File: config.mk
export PLATFORM = sky130hd
export DESIGN_NAME = tl_ul_protocol_monitor
export DESIGN_NICKNAME = d
export VERILOG_FILES = /design/src/rtl/tl_ul_mon_pkg.sv /design/src/rtl/tl_ul_mon_src_table.sv /design/src/rtl/tl_ul_protocol_monitor.sv
export SDC_FILE = /design/constraint.sdc
export NUM_CORES = 1
export LEC_CHECK = 0
export BUFFER_PORTS_ARGS = -buffer_cell sky130_fd_sc_hd__buf_2
export CORE_AREA = 2 2 98 100
export DETAILED_ROUTE_END_ITERATION = 6
export DIE_AREA = 0 0 100 102
export HOLD_SLACK_MARGIN = 0.1
export PLACE_DENSITY = 0.88
export SYNTH_ARGS = -nofsm -noshare
export SYNTH_HDL_FRONTEND = slang
export SYNTH_HIERARCHICAL = 1
export SYNTH_SLANG_ARGS = --single-unit
File: constraint.sdc
create_clock -name clock -period 4.7 [get_ports clock]
set_input_delay 0.94 -clock clock [delete_from_list [all_inputs] [get_ports clock]]
set_output_delay 0.94 -clock clock [all_outputs]
set_load 0.02 [all_outputs]
File: src/rtl/tl_ul_mon_pkg.sv
// Shared opcodes, error codes and helper functions for the TL-UL protocol monitor.
package tl_ul_mon_pkg;

   localparam logic [2:0] A_PUT_FULL        = 3'd0;
   localparam logic [2:0] A_PUT_PARTIAL     = 3'd1;
   localparam logic [2:0] A_GET             = 3'd4;
   localparam logic [2:0] D_ACCESS_ACK      = 3'd0;
   localparam logic [2:0] D_ACCESS_ACK_DATA = 3'd1;

   // Lane masks are built this wide so a request spilling past the beat still mismatches.
   localparam int MAX_LANES = 64;

   typedef enum logic [3:0] {
      ERR_NONE          = 4'd0,
      ERR_A_OPCODE      = 4'd1,
      ERR_A_PARAM       = 4'd2,
      ERR_A_SIZE        = 4'd3,
      ERR_A_ALIGN       = 4'd4,
      ERR_A_MASK        = 4'd5,
      ERR_A_STABLE      = 4'd6,
      ERR_A_DUP_SOURCE  = 4'd7,
      ERR_D_OPCODE      = 4'd8,
      ERR_D_IDLE_SOURCE = 4'd9,
      ERR_D_SIZE        = 4'd10,
      ERR_D_STABLE      = 4'd11,
      ERR_D_PARAM       = 4'd12,
      ERR_TIMEOUT       = 4'd13
   } err_code_e;

   function automatic logic [2:0] exp_d_opcode(input logic [2:0] a_opcode);
      return (a_opcode == A_GET) ? D_ACCESS_ACK_DATA : D_ACCESS_ACK;
   endfunction

   function automatic logic [MAX_LANES-1:0] lane_mask(input int addr_lsbs, input int size);
      logic [MAX_LANES-1:0] lanes;
      int lo;
      int hi;
      lanes = '0;
      lo    = addr_lsbs;
      hi    = (size > 6) ? lo + MAX_LANES : lo + (1 << size);
      for (int i = 0; i < MAX_LANES; i++)
         lanes[i] = (i >= lo) && (i < hi);
      return lanes;
   endfunction

endpackage

File: src/rtl/tl_ul_mon_src_table.sv
// Per-source in-flight table {inflight, opcode, size}; age counters and timeout
// vector are built only when TL_UL_MONITOR_WATCHDOG_EN is defined.
module tl_ul_mon_src_table
   import tl_ul_mon_pkg::*;
#(
   parameter int SRC_W   = 2,
   parameter int SIZE_W  = 3,
   parameter int TIMEOUT = 1023
) (
   input  logic                  clock,
   input  logic                  reset_n,
   input  logic                  set_en,
   input  logic [SRC_W-1:0]      set_src,
   input  logic [2:0]            set_opcode,
   input  logic [SIZE_W-1:0]     set_size,
   input  logic                  clr_en,
   input  logic [SRC_W-1:0]      clr_src,
   input  logic [SRC_W-1:0]      lookup_src,
   output logic                  lookup_inflight,
   output logic [2:0]            lookup_opcode,
   output logic [SIZE_W-1:0]     lookup_size,
   output logic [2**SRC_W-1:0]   inflight_vec,
   output logic [2**SRC_W-1:0]   inflight_nxt,
   output logic [2**SRC_W-1:0]   timeout_vec
);

   localparam int NSRC = 2 ** SRC_W;

   typedef struct packed {
      logic              inflight;
      logic [2:0]        opcode;
      logic [SIZE_W-1:0] size;
   } entry_t;

   entry_t          table_q [NSRC];
   logic [NSRC-1:0] set_hit;
   logic [NSRC-1:0] clr_hit;

   if (TIMEOUT < 1) begin : g_bad_timeout
      $error("tl_ul_mon_src_table: TIMEOUT must be at least 1");
   end

   always_comb begin
      for (int i = 0; i < NSRC; i++) begin
         set_hit[i]      = set_en && (set_src == SRC_W'(i));
         clr_hit[i]      = clr_en && (clr_src == SRC_W'(i));
         inflight_vec[i] = table_q[i].inflight;
         // A new request on the same source wins over the retiring response.
         inflight_nxt[i] = set_hit[i] || (table_q[i].inflight && !clr_hit[i]);
      end
   end

   assign lookup_inflight = table_q[lookup_src].inflight;
   assign lookup_opcode   = table_q[lookup_src].opcode;
   assign lookup_size     = table_q[lookup_src].size;

   always_ff @(posedge clock or negedge reset_n) begin
      if (!reset_n) begin
         // NOTE: the table is a handful of flops, so every entry is reset; a reset
         // mid-transaction must leave no stale inflight bit behind.
         for (int i = 0; i < NSRC; i++)
            table_q[i] <= '0;
      end else begin
         for (int i = 0; i < NSRC; i++) begin
            if (set_hit[i])
               table_q[i] <= '{inflight: 1'b1, opcode: set_opcode, size: set_size};
            else if (clr_hit[i])
               table_q[i].inflight <= 1'b0;
         end
      end
   end

`ifdef TL_UL_MONITOR_WATCHDOG_EN
   localparam int AGE_W = $clog2(TIMEOUT + 1);

   logic [AGE_W-1:0] age_q [NSRC];

   always_ff @(posedge clock or negedge reset_n) begin
      if (!reset_n) begin
         for (int i = 0; i < NSRC; i++)
            age_q[i] <= '0;
      end else begin
         for (int i = 0; i < NSRC; i++) begin
            if (set_hit[i])
               age_q[i] <= '0;
            else if (table_q[i].inflight && age_q[i] != AGE_W'(TIMEOUT))
               age_q[i] <= age_q[i] + 1'b1;
         end
      end
   end

   // Fires on the cycle the age would reach TIMEOUT; saturation prevents a repeat.
   always_comb begin
      for (int i = 0; i < NSRC; i++)
         timeout_vec[i] = table_q[i].inflight && !set_hit[i] && !clr_hit[i] &&
                          (age_q[i] == AGE_W'(TIMEOUT - 1));
   end
`else
   assign timeout_vec = '0;
`endif

endmodule

File: src/rtl/tl_ul_protocol_monitor.sv
// Passive TL-UL single-beat protocol checker for one A/D link; the per-source
// watchdog (code 13) is enabled by defining TL_UL_MONITOR_WATCHDOG_EN.
module tl_ul_protocol_monitor
   import tl_ul_mon_pkg::*;
#(
   parameter int ADDR_W     = 32,
   parameter int SRC_W      = 2,
   parameter int SIZE_W     = 3,
   parameter int BEAT_BYTES = 4,
   parameter int TIMEOUT    = 1023
) (
   input  logic                  clock,
   input  logic                  reset_n,
   input  logic                  a_valid,
   input  logic                  a_ready,
   input  logic [2:0]            a_opcode,
   input  logic [2:0]            a_param,
   input  logic [SIZE_W-1:0]     a_size,
   input  logic [SRC_W-1:0]      a_source,
   input  logic [ADDR_W-1:0]     a_address,
   input  logic [BEAT_BYTES-1:0] a_mask,
   input  logic                  d_valid,
   input  logic                  d_ready,
   input  logic [2:0]            d_opcode,
   input  logic [1:0]            d_param,
   input  logic [SIZE_W-1:0]     d_size,
   input  logic [SRC_W-1:0]      d_source,
   output logic                  err_valid,
   output logic [3:0]            err_code,
   output logic [15:0]           err_sticky,
   output logic [SRC_W:0]        inflight_count
);

   localparam int NSRC     = 2 ** SRC_W;
   localparam int LANE_W   = (BEAT_BYTES > 1) ? $clog2(BEAT_BYTES) : 1;
   localparam int MAX_SIZE = $clog2(BEAT_BYTES);

   typedef struct packed {
      logic [2:0]            opcode;
      logic [2:0]            param;
      logic [SIZE_W-1:0]     size;
      logic [SRC_W-1:0]      source;
      logic [ADDR_W-1:0]     address;
      logic [BEAT_BYTES-1:0] mask;
   } a_fields_t;

   typedef struct packed {
      logic [2:0]        opcode;
      logic [1:0]        param;
      logic [SIZE_W-1:0] size;
      logic [SRC_W-1:0]  source;
   } d_fields_t;

   a_fields_t            a_cur, a_hold_q;
   d_fields_t            d_cur, d_hold_q;
   logic                 a_stall_q, d_stall_q;
   logic                 a_fire, d_fire;
   logic                 a_op_legal, a_size_legal;
   logic                 zero_latency, set_en;
   logic [NSRC-1:0]      inflight_vec, inflight_nxt, timeout_vec;
   logic                 lk_inflight;
   logic [2:0]           lk_opcode;
   logic [SIZE_W-1:0]    lk_size;
   logic [ADDR_W-1:0]    align_bits;
   logic [MAX_LANES-1:0] lanes, mask_ext;
   logic [15:0]          errs;
   err_code_e            first_err;

   assign a_fire       = a_valid && a_ready;
   assign d_fire       = d_valid && d_ready;
   assign a_cur        = {a_opcode, a_param, a_size, a_source, a_address, a_mask};
   assign d_cur        = {d_opcode, d_param, d_size, d_source};
   assign a_op_legal   = a_opcode inside {A_PUT_FULL, A_PUT_PARTIAL, A_GET};
   assign a_size_legal = int'(a_size) <= MAX_SIZE;
   assign align_bits   = ~({ADDR_W{1'b1}} << a_size);
   assign lanes        = lane_mask(int'(a_address[LANE_W-1:0]), int'(a_size));
   assign mask_ext     = MAX_LANES'(a_mask);

   // A response in the same cycle as its request to an idle source never touches the table.
   assign zero_latency = a_fire && d_fire && (a_source == d_source) && !inflight_vec[d_source];
   assign set_en       = a_fire && a_op_legal && a_size_legal && !zero_latency;

   tl_ul_mon_src_table #(
      .SRC_W   (SRC_W),
      .SIZE_W  (SIZE_W),
      .TIMEOUT (TIMEOUT)
   ) u_src_table (
      .clock           (clock),
      .reset_n         (reset_n),
      .set_en          (set_en),
      .set_src         (a_source),
      .set_opcode      (a_opcode),
      .set_size        (a_size),
      .clr_en          (d_fire),
      .clr_src         (d_source),
      .lookup_src      (d_source),
      .lookup_inflight (lk_inflight),
      .lookup_opcode   (lk_opcode),
      .lookup_size     (lk_size),
      .inflight_vec    (inflight_vec),
      .inflight_nxt    (inflight_nxt),
      .timeout_vec     (timeout_vec)
   );

   always_comb begin
      // NOTE: errs is cleared first so every path assigns every bit and no latch forms.
      errs = '0;
      if (a_valid) begin
         errs[ERR_A_OPCODE] = !a_op_legal;
         errs[ERR_A_PARAM]  = a_param != 3'd0;
         errs[ERR_A_SIZE]   = !a_size_legal;
         errs[ERR_A_ALIGN]  = (a_address & align_bits) != '0;
         if (a_op_legal && a_size_legal) begin
            if (a_opcode == A_PUT_PARTIAL)
               errs[ERR_A_MASK] = (mask_ext & ~lanes) != '0;
            else
               errs[ERR_A_MASK] = mask_ext != lanes;
         end
         errs[ERR_A_DUP_SOURCE] = a_ready && inflight_vec[a_source] &&
                                  !(d_fire && d_source == a_source);
      end
      errs[ERR_A_STABLE] = a_stall_q && (!a_valid || a_cur != a_hold_q);

      if (d_fire) begin
         if (lk_inflight) begin
            errs[ERR_D_OPCODE] = d_opcode != exp_d_opcode(lk_opcode);
            errs[ERR_D_SIZE]   = d_size != lk_size;
         end else if (zero_latency) begin
            errs[ERR_D_OPCODE] = d_opcode != exp_d_opcode(a_opcode);
            errs[ERR_D_SIZE]   = d_size != a_size;
         end else begin
            errs[ERR_D_IDLE_SOURCE] = 1'b1;
         end
      end
      errs[ERR_D_STABLE] = d_stall_q && (!d_valid || d_cur != d_hold_q);
      errs[ERR_D_PARAM]  = d_valid && d_param != 2'd0;
      errs[ERR_TIMEOUT]  = |timeout_vec;
   end

   always_comb begin
      first_err = ERR_NONE;
      for (int i = 15; i > 0; i--)
         if (errs[i]) first_err = err_code_e'(4'(i));
   end

   always_ff @(posedge clock or negedge reset_n) begin
      if (!reset_n) begin
         a_stall_q      <= 1'b0;
         d_stall_q      <= 1'b0;
         a_hold_q       <= '0;
         d_hold_q       <= '0;
         err_valid      <= 1'b0;
         err_code       <= ERR_NONE;
         err_sticky     <= '0;
         inflight_count <= '0;
      end else begin
         // NOTE: non-blocking assignments so every register samples pre-edge values.
         a_stall_q      <= a_valid && !a_ready;
         d_stall_q      <= d_valid && !d_ready;
         a_hold_q       <= a_cur;
         d_hold_q       <= d_cur;
         err_valid      <= |errs;
         err_code       <= first_err;
         err_sticky     <= err_sticky | errs;
         inflight_count <= (SRC_W + 1)'($countones(inflight_nxt));
      end
   end

endmodule
==> metrics.md, run 1 <==
| Metric | Value |
|---|---|
| Setup slack, reg-to-reg | `1.76 ns` |
| Placed cells | `566` |
| FMAX | `255 MHz` |
| Core region area | `9110 µm²` |
| CP Cell Sequence | `buf_2, or3_1, inv_1, ha_1, fa_1, a31oi_1, nor3_1, a211o_1, ha_1, nor4_1, o21ai_0, and4b_1, a22oi_1, and3_1, nand3_1` |
| Worst EP arrival | `4.16 ns` |
| CTS Buffer Depth | `2` |
| Final setup violating endpoints | `0` |
| Outcome | `completed` |
| TritonCTS clock tree | `yes` |
| Synth top area share | `0.546` |
| CP Buf/Inv Count | `2` |
| Per-cell routed wire length | `17.5 µm` |
| H-Tree Depth | `3` |
| Starting Density | `0.544` |
| Ant diodes | `0` |
| Startpoint Class | `input pin` |
| Area leader, netlist | `dfrtp_1` |
| Post-CTS sizing | `0` |
| Crit path required time | `4.95 ns` |
| Top area cells in the synthesized netlist | `dfrtp_1, xor2_1, mux2_2, mux4_2, xnor2_1` |
| Hold Path Class | `flop to flop` |
| Clk_lat worst skew | `0.37 ns` |
| Nets | `541` |
| Slowest CP cell | `fa_1` |
| Hold_buf cts | `0` |
| Mapped Cells | `381` |
| Critical path endpoint category | `flop` |
| Die width | `100 µm` |
| Post-synth ARST share | `1.00` |
| RSZ-0062 raised after global routing | `no` |
| Inserted Clock Buffers | `9` |
| Post-CTS setup repair buffer count | `0` |
| Synth cell types | `54` |
| Multi-input gate area | `2130 µm²` |
| IO Count | `87` |
| DR vias | `3,251` |
| Pin count of the biggest net entering global routing | `56` |
| Port buffer count | `83` |
| Crit-path max FO | `16` |
| Tcrit/Tclk final | `0.833` |
| Max cap viols | `0` |
| Clock root buffer | `clkbuf_8` |
| Setup Crit Path Kind | `input pin to flop` |
| Worst clock skew | `0.00750 ns` |
| Placer Congestion | `0.854` |
| Vias in the first global route | `3,443` |
| Netlist Area Pre-Place | `4950 µm²` |
| Overall Power | `1.88 mW` |
| Fin Hold WS | `0.471 ns` |
| Leakage power | `2.56 nW` |
| FP Rows | `35` |
| Worst vdd ir | `0.169 mV` |
| Yosys warnings | `6` |
| Clk slew on worst S/H paths | `0.10 ns` |
| CP most frequent cell | `ha_1` |
| Total GRT Usage | `0.218` |
| Syn-to-layout area delta | `13.7%` |
| Slew Viols, Final | `0` |
| Initial DRC count | `216` |
| CP max stage delay | `0.43 ns` |
| Filler cells | `679` |
| Dpl hpwl | `7.70 mm` |
| Final core occ | `0.618` |
| Syn Area/Cell | `13.0 µm²` |
| Vias per Instance | `5.59` |
| PwrDens | `334 nW/µm²` |
| Hold Violations, Final | `0` |
| ANT nets after route | `0` |
| Family with the most delay on the worst path | `simple AND/OR/NAND/NOR gates` |
| Reg area | `2700 µm²` |
| Final Critical Period | `3.91 ns` |
| Die area | `10,200 µm²` |
| Initial antenna violation count | `0` |
| DIE HEIGHT | `102 µm` |
| Final non-filler cell total | `582` |
| Gr ovfl total | `0` |
| WL final | `10.2 mm` |
| Slew headroom | `0.537` |
| Residual DRC count | `0` |
| Number of synthesized flops with an enable pin | `0` |
| Worst slew pin tran | `0.694 ns` |
| Setup TNS | `0 ns` |
| Yosys reg bits | `108` |
| Ys flop type | `dfrtp_1` |
| Total clock sinks | `108` |
| Layout cells sized above 1 | `0.310` |
| Seq/Total Area, Yosys | `0.546` |
| First-pass GRT wire length | `17.0 mm` |
| Pre-antenna DRT Iters | `5` |
## worst reg2reg max path, cell delays in order, from the launching register on
cell and delay, ns:
dfrtp_1 0.44, mux4_2 0.53, nor4_1 0.19, nor3_1 0.15
nand3b_1 0.37, o21ai_0 0.20, ha_1 0.33, ha_1 0.21
fa_1 0.42
## cell type report
type,count,share of cell area
sequential,108,0.480
clock inverter,4,0.00600
tap,111,0.0247
multi-input combinational,253,0.378
timing repair buffer,86,0.0782
inverter,8,0.00533
clock buffer,12,0.0276
## layer usage
metal  share of wire  global-route usage  vias to the layer above
li1                -                   -                     1509
met1            0.41               0.288                     1626
met2            0.51               0.366                      101
met3           0.063              0.0465                       15
met4           0.012              0.0695                        0
met5               0                   0                        -
## cells in the final DEF (no fill, tap or decap), types with 8 or more instances in the layout
cell      synthesis  routed
dfrtp_1         108     108
buf_2             3      82
xor2_1           47      47
mux2_2           24      24
xnor2_1          16      16
nor4_1           14      14
o21ai_0          11      11
clkbuf_8          0      11
nand2_1          10      10
ha_1             10      10
nor2_1            9       9
mux4_2            9       9
inv_1             8       8
## state kept, by name, summed over array words and instances, names as in the netlist
| name | flops |
|---|---|
| err_sticky | 13 |
| inflight_count | 3 |
| err_valid | 1 |
| a_hold_q | 47 |
| a_stall_q | 1 |
| d_hold_q | 10 |
| err_code | 4 |
| u_src_table/inflight_vec | 4 |
| u_src_table/table_q | 24 |
| d_stall_q | 1 |
## Yosys cell counts (2+ instances only)
master,instances
a31oi_1,4
nand3_1,3
o21a_1,2
nor3_1,3
dfrtp_1,108
nor3b_1,3
nand2_1,10
and2_1,5
a21oi_1,7
ha_1,10
o211ai_1,5
inv_1,8
nand2b_1,7
clkbuf_1,2
nand4_1,6
fa_1,2
nor2b_1,5
buf_4,11
mux2_2,24
o21ai_0,11
buf_2,3
xnor2_1,16
a21o_1,7
o2111ai_1,3
or2_2,6
and3b_1,2
conb_1,2
nor4_1,14
and3_1,2
or3_1,3
xor2_1,47
nor2_1,9
mux4_2,9
nand3b_1,2
## kinds of logic (layout without fill, tap and decap cells)
group,after synthesis,after routing,synth area share
xor+xnor,63,63,0.111
flops,108,108,0.546
compound gates,51,51,0.0768
mux,33,33,0.0955
buf+inv,25,110,0.0281
simple gates,87,87,0.107
other cells,2,7,0.00152
fa+ha+maj,12,12,0.0334
## path summary, 6_finish.rpt
| check | start | end | depth (start not counted) |
|---|---|---|---|
| worst min-delay path | err_sticky[13] | err_sticky[13] | 1 |
| worst max register to register | u_src_table/inflight_vec[0] | inflight_count[1] | 8 |
| worst min register to register | err_sticky[13] | err_sticky[13] | 1 |
| max in group asynchronous | reset_n | err_code[1] | 2 |
| worst max-delay path | a_size[0] | err_valid | 15 |
| min in group asynchronous | reset_n | u_src_table/table_q[11] | 1 |
## report_power, final
part / switching, mW / internal, mW
registers: 0.0358 / 1.00
logic: 0.169 / 0.142
clock network: 0.305 / 0.225
total: 0.510 / 1.37
## stage by stage
| step | cell area [µm²] | worst slack, ns |
|---|---|---|
| 4_1_cts | 5630 | 0.817 |
| 5_1_grt | 5630 | 0.538 |
| 3_5_place_dp | 5440 | 0.419 |
| 2_1_floorplan | 4970 | 0.799 |
| 6_report | 5630 | 0.786 |
| 3_3_place_gp | 5440 | 0.624 |
Power figures use the tool's default switching activity.
==> run 2: changes to the inputs <==
==> constraint.sdc (replaced) <==
create_clock -name clock -period 4.1 [get_ports clock]
set_input_delay 0.82 -clock clock [delete_from_list [all_inputs] [get_ports clock]]
set_output_delay 0.82 -clock clock [all_outputs]
set_load 0.02 [all_outputs]
==> metrics.md, run 2 (synthesized netlist as in run 1, its figures left out) <==
| Metric | Value |
|---|---|
| Outcome | `completed (unchanged)` |
| DR vias | `3,323 (was 3,251)` |
| Setup Crit Path Kind | `input pin to flop (unchanged)` |
| Placer Congestion | `0.880 (was 0.854)` |
| Startpoint Class | `input pin (unchanged)` |
| Die area | `10,200 µm² (unchanged)` |
| ANT nets after route | `0 (unchanged)` |
| Tcrit/Tclk final | `0.900` |
| Final Critical Period | `3.69 ns` |
| Hold_buf cts | `0 (unchanged)` |
| Worst slew pin tran | `1.09 ns (was 0.694 ns)` |
| Gr ovfl total | `0 (unchanged)` |
| Clk slew on worst S/H paths | `0.09 ns (was 0.10 ns)` |
| Worst vdd ir | `0.220 mV (was 0.169 mV)` |
| Wire length on met2 | `5.01 mm (was 5.24 mm)` |
| Residual DRC count | `0 (unchanged)` |
| Inserted Clock Buffers | `9 (unchanged)` |
| Final setup margin | `0.410 ns (was 0.786 ns)` |
| Hold Violations, Final | `0 (unchanged)` |
| Min-delay src | `err_sticky[5] (was err_sticky[13])` |
| Ant diodes | `0 (unchanged)` |
| FP Rows | `35 (unchanged)` |
| Max cap viols | `0 (unchanged)` |
| Largest regs | `a_hold_q x47, u_src_table/table_q x24, err_sticky x13 (unchanged)` |
| Starting Density | `0.544 (unchanged)` |
| Setup slack, reg-to-reg | `1.44 ns (was 1.76 ns)` |
| Commonest cells after routing, fill and taps aside | `dfrtp_1, buf_2, xor2_1 (unchanged)` |
| FMAX | `271 MHz` |
| DIE HEIGHT | `102 µm (unchanged)` |
| Top reg by flops | `a_hold_q (unchanged)` |
| Critical path endpoint category | `flop (unchanged)` |
| Leakage power | `2.59 nW (was 2.56 nW)` |
| PwrDens | `378 nW/µm² (was 334 nW/µm²)` |
| Die width | `100 µm (unchanged)` |
| Crit-path max FO | `8 (was 16)` |
| Vias per Instance | `5.63 (was 5.59)` |
| TritonCTS clock tree | `yes (unchanged)` |
| Port buffer count | `83 (unchanged)` |
| Origin of the critical flop-to-flop path | `u_src_table/inflight_vec[0] (unchanged)` |
| Met1 wire length | `4.50 mm (was 4.19 mm)` |
| Final setup violating endpoints | `0 (unchanged)` |
| Total clock sinks | `108 (unchanged)` |
| Worst clock skew | `0.00869 ns (was 0.00750 ns)` |
| Fin Hold WS | `0.464 ns (was 0.471 ns)` |
| Worst EP arrival | `3.93 ns (was 4.16 ns)` |
| Highest routed layer | `met4 (unchanged)` |
| IO Count | `87 (unchanged)` |
| First-pass GRT wire length | `17.0 mm (about the same)` |
| Placed cells | `574 (was 566)` |
| Clk_lat worst skew | `0.37 ns (about the same)` |
| Vias in the first global route | `3,484 (was 3,443)` |
| Number of flip-flops in the largest register | `47 (unchanged)` |
| Pin count of the biggest net entering global routing | `90 (was 56)` |
| Syn-to-layout area delta | `14.7% (was 13.7%)` |
| Layout cells sized above 1 | `0.319 (was 0.310)` |
| Post-CTS setup repair buffer count | `0 (unchanged)` |
| Per-cell routed wire length | `17.4 µm (was 17.5 µm)` |
| Setup TNS | `0 ns (unchanged)` |
| Initial DRC count | `185 (was 216)` |
| Crit path required time | `4.34 ns (was 4.95 ns)` |
| FF-to-FF path depth | `8 (unchanged)` |
| Pre-CTS setup slack | `0.0907 ns (was 0.419 ns)` |
| Worst reg2reg path endpoint | `inflight_count[1] (unchanged)` |
| Total GRT Usage | `0.218 (about the same)` |
| Initial antenna violation count | `0 (unchanged)` |
| Slew Viols, Final | `0 (unchanged)` |
| Hold Path Depth | `1 (unchanged)` |
| Slew headroom | `0.275 (was 0.537)` |
| WL final | `10.3 mm (was 10.2 mm)` |
| Core region area | `9110 µm² (unchanged)` |
| Hold Path Class | `flop to flop (unchanged)` |
| Post-CTS sizing | `0 (unchanged)` |
| Nets | `549 (was 541)` |
| Most common cell after layout, fill and taps aside | `dfrtp_1 (unchanged)` |
| Clock root buffer | `clkbuf_8 (unchanged)` |
| Dpl hpwl | `7.81 mm (was 7.70 mm)` |
| Pre-antenna DRT Iters | `4 (was 5)` |
| H-Tree Depth | `3 (unchanged)` |
| Final non-filler cell total | `590 (was 582)` |
| Met3 WL | `565 µm (was 641 µm)` |
| CTS Buffer Depth | `2 (unchanged)` |
| Worst Hold End | `err_sticky[5] (was err_sticky[13])` |
| RSZ-0062 raised after global routing | `no (unchanged)` |
==> run 2: cell types whose count changed in the layout (fill, tap and decap cells not counted), sizes merged <==
cell,before,now
clkinv,3,2
buf,86,94
clkbuf,12,13
==> run 2: worst max-delay path by stage <==
stage	startpoint	slack, ns	to
CTS	a_size[0]	0.44	err_valid
floorplan	a_size[1]	0.32	err_valid
global placement	a_size[0]	0.25	err_valid
finish	a_size[0]	0.41	err_valid
global route	a_size[0]	0.18	err_valid
detailed placement	a_size[0]	0.09	err_valid
==> run 2: per-stage QoR <==
stage          instance area [µm²]  power, mW  utilization
3_5_place_dp                  5500       1.57        0.604
2_1_floorplan                 4970       1.43            -
3_3_place_gp                  5500       1.55        0.604
5_1_grt                       5680       2.25        0.624
4_1_cts                       5680       2.16        0.624
6_report                      5680       2.15        0.624
==> run 2: layout make-up <==
cell class              count  area, µm²
clock buffers              13        159
clock inverters             3       21.3
fillers                   673       3430
inverters                   8       30.0
multi-input cells         253       2130
flip-flops and latches    108       2700
well taps                 111        139
repair buffers             94        500
==> run 2: critical path, cell delays in order <==
cell     delay [ns]
buf_2          0.15
or3_1          0.35
inv_1          0.08
ha_1           0.19
fa_1           0.27
nor2_1         0.06
a31oi_1        0.18
nor3_1         0.09
a211o_1        0.30
ha_1           0.18
nor4_1         0.26
o21ai_0        0.11
and4b_1        0.23
a22oi_1        0.31
and3_1         0.25
nand3_1        0.08
==> run 2: report_power, final <==
| part | leakage [nW] | internal, mW | switching [mW] |
|---|---|---|---|
| Combinational | 1.23 | 0.165 | 0.193 |
| Clock | 0.0896 | 0.255 | 0.343 |
| Sequential | 1.27 | 1.15 | 0.0424 |
| Total | 2.59 | 1.57 | 0.578 |
==> run 2: layer usage <==
| layer | track usage | up-vias |
|---|---|---|
| met5 | 0 | - |
| met4 | 0.0738 | 0 |
| met3 | 0.0595 | 22 |
| met2 | 0.358 | 97 |
| met1 | 0.284 | 1678 |
| li1 | - | 1526 |
==> run 3: changes to the inputs <==
--- a/config.mk
+++ b/config.mk
@@ -6,11 +6,11 @@
 export NUM_CORES = 1
 export LEC_CHECK = 0
 export BUFFER_PORTS_ARGS = -buffer_cell sky130_fd_sc_hd__buf_2
-export CORE_AREA = 2 2 98 100
+export CORE_AREA = 2 2 108 110
 export DETAILED_ROUTE_END_ITERATION = 6
-export DIE_AREA = 0 0 100 102
+export DIE_AREA = 0 0 110 112
 export HOLD_SLACK_MARGIN = 0.1
-export PLACE_DENSITY = 0.88
+export PLACE_DENSITY = 0.78
 export SYNTH_ARGS = -nofsm -noshare
 export SYNTH_HDL_FRONTEND = slang
 export SYNTH_HIERARCHICAL = 1
==> constraint.sdc (replaced) <==
create_clock -name clock -period 3.08 [get_ports clock]
set_input_delay 0.616 -clock clock [delete_from_list [all_inputs] [get_ports clock]]
set_output_delay 0.616 -clock clock [all_outputs]
set_load 0.02 [all_outputs]
==> metrics.md, run 3 (synthesized netlist as in run 1, its figures left out) <==
| Metric | Value |
|---|---|
| Setup TNS | `-0.0221 ns (was 0 ns)` |
| Placed cells | `632 (was 574)` |
| PwrDens | `524 nW/µm² (was 378 nW/µm²)` |
| Residual DRC count | `0 (unchanged)` |
| Outcome | `finished with violations (was completed)` |
| Setup Crit Path Kind | `input pin to flop (unchanged)` |
| TritonCTS clock tree | `yes (unchanged)` |
| Max cap viols | `0 (unchanged)` |
| Crit-path max FO | `3 (was 8)` |
| Top reg by flops | `a_hold_q (unchanged)` |
| Worst vdd ir | `0.300 mV (was 0.220 mV)` |
| Vias per Instance | `5.24 (was 5.63)` |
| Fin Hold WS | `0.299 ns (was 0.464 ns)` |
| Failing checks | `negative setup slack` |
| Placer Congestion | `0.836 (was 0.880)` |
| Dpl hpwl | `8.68 mm (was 7.81 mm)` |
| Hold Path Class | `input pin to async pin (was flop to flop)` |
| Fin area | `6180 µm² (was 5680 µm²)` |
| Ant diodes | `0 (unchanged)` |
| WL final | `11.6 mm (was 10.3 mm)` |
| H-Tree Depth | `3 (unchanged)` |
| Number of flip-flops in the largest register | `47 (unchanged)` |
| Initial DRC count | `123 (was 185)` |
| Final setup margin | `-0.0173 ns (was 0.410 ns)` |
| Slew Viols, Final | `0 (unchanged)` |
| Worst EP arrival | `3.37 ns (was 3.93 ns)` |
| ANT nets after route | `0 (unchanged)` |
| Core region area | `11,200 µm² (was 9110 µm²)` |
| Startpoint Class | `input pin (unchanged)` |
| Commonest cells after routing, fill and taps aside | `dfrtp_1, buf_2, xor2_1 (unchanged)` |
| Clk slew on worst S/H paths | `0.07 ns (was 0.09 ns)` |
| Worst clock skew | `0.00661 ns (was 0.00869 ns)` |
| Pin count of the biggest net entering global routing | `54 (was 90)` |
| Total GRT Usage | `0.200 (was 0.218)` |
| Clk_lat worst skew | `0.35 ns (was 0.37 ns)` |
| Cell area after placement | `5760 µm² (was 5500 µm²)` |
| Hold Violations, Final | `0 (unchanged)` |
| Final Critical Period | `3.10 ns` |
| Gr ovfl total | `0 (unchanged)` |
| Die area | `12,300 µm² (was 10,200 µm²)` |
| IO Count | `87 (unchanged)` |
| CTS Buffer Depth | `2 (unchanged)` |
| Inserted Clock Buffers | `9 (unchanged)` |
| Die width | `110 µm (was 100 µm)` |
| Port buffer count | `83 (unchanged)` |
| Vias in the first global route | `3,674 (was 3,484)` |
| Final non-filler cell total | `649 (was 590)` |
| Syn-to-layout area delta | `24.8% (was 14.7%)` |
| Filler cells | `930 (was 673)` |
| Leakage power | `2.79 nW (was 2.59 nW)` |
| Starting Density | `0.443 (was 0.544)` |
| DR vias | `3,401 (was 3,323)` |
| Total clock sinks | `108 (unchanged)` |
| First-pass GRT wire length | `18.4 mm (was 17.0 mm)` |
| Worst slew pin tran | `0.673 ns (was 1.09 ns)` |
| Largest regs | `a_hold_q x47, u_src_table/table_q x24, err_sticky x13 (unchanged)` |
| Tcrit/Tclk final | `1.01` |
| Critical path endpoint category | `flop (unchanged)` |
| Pre-antenna DRT Iters | `4 (unchanged)` |
| DIE HEIGHT | `112 µm (was 102 µm)` |
| Final setup violating endpoints | `2 (was 0)` |
| Nets | `576 (was 549)` |
| Slew headroom | `0.551 (was 0.275)` |
| RSZ-0062 raised after global routing | `yes (was no)` |
| Pre-CTS setup slack | `-0.542 ns (was 0.0907 ns)` |
| FP Rows | `39 (was 35)` |
| Initial antenna violation count | `0 (unchanged)` |
| Hold_buf cts | `0 (unchanged)` |
| Clock root buffer | `clkbuf_16 (was clkbuf_8)` |
| Layout cells sized above 1 | `0.401 (was 0.319)` |
| Most common cell after layout, fill and taps aside | `dfrtp_1 (unchanged)` |
| Crit path required time | `3.36 ns (was 4.34 ns)` |
| FMAX | `323 MHz` |
| Per-cell routed wire length | `17.9 µm (was 17.4 µm)` |
run 3: stage by stage:
| stage | total power, mW | utilization |
|---|---|---|
| floorplan | 1.92 | - |
| global placement | 2.11 | 0.515 |
| detailed placement | 2.14 | 0.515 |
| CTS | 3.26 | 0.546 |
| global route | 3.39 | 0.553 |
| finish | 3.24 | 0.553 |
run 3: layout make-up:
class	count	area, µm²	area share
flip-flops and latches	108	2700	0.437
repair buffers	121	721	0.117
clock buffers	11	253	0.0409
well taps	143	179	0.0289
inverters	8	30.0	0.00486
multi-input cells	253	2260	0.366
clock inverters	5	35.0	0.00567
run 3: worst paths after layout:
kind,start,end,slack (ns),depth (start not counted)
worst min register to register,err_sticky[2],err_sticky[2],0.46,1
worst min-delay path,reset_n,inflight_count[1],0.30,1
worst max-delay path,a_size[0],err_code[1],-0.02,17
max in group asynchronous,reset_n,d_hold_q[8],1.98,2
min in group clock,a_address[15],a_hold_q[19],0.38,1
worst max register to register,u_src_table/inflight_vec[0],inflight_count[1],0.33,9
run 3: repair_timing:
item | in CTS | in global routing
setup buffers | 0 | 1
resized for setup | 10 | 19
pin swaps | 9 | 8
setup endpoints to repair | 5 | 5
run 3: worst max-delay path: stages:
cell and delay [ns]:
buf_8 0.10, or3_4 0.39, inv_2 0.07, ha_4 0.13
fa_2 0.23, nor2_4 0.05, a31oi_4 0.18, nor3_2 0.07
or2_4 0.24, ha_4 0.16, nor4_4 0.25, o21ai_1 0.10
and4b_2 0.25, a22oi_2 0.16, buf_4 0.16, nand2_2 0.04
o211ai_1 0.16
run 3: report_power, final:
group	total (mW)	internal, mW	leakage [nW]	switching (mW)
Sequential	1.59	1.53	1.27	0.0594
Clock	1.10	0.594	0.142	0.511
Combinational	0.545	0.261	1.38	0.285
Total	3.24	2.39	2.79	0.855
run 3: metal layers:
metal  up-vias  track usage  wire (µm)
li1       1583            -          -
met1      1710        0.249       4920
met2        83        0.333       5930
met3        25       0.0351        420
met4         0       0.0970        359
met5         -            0          0
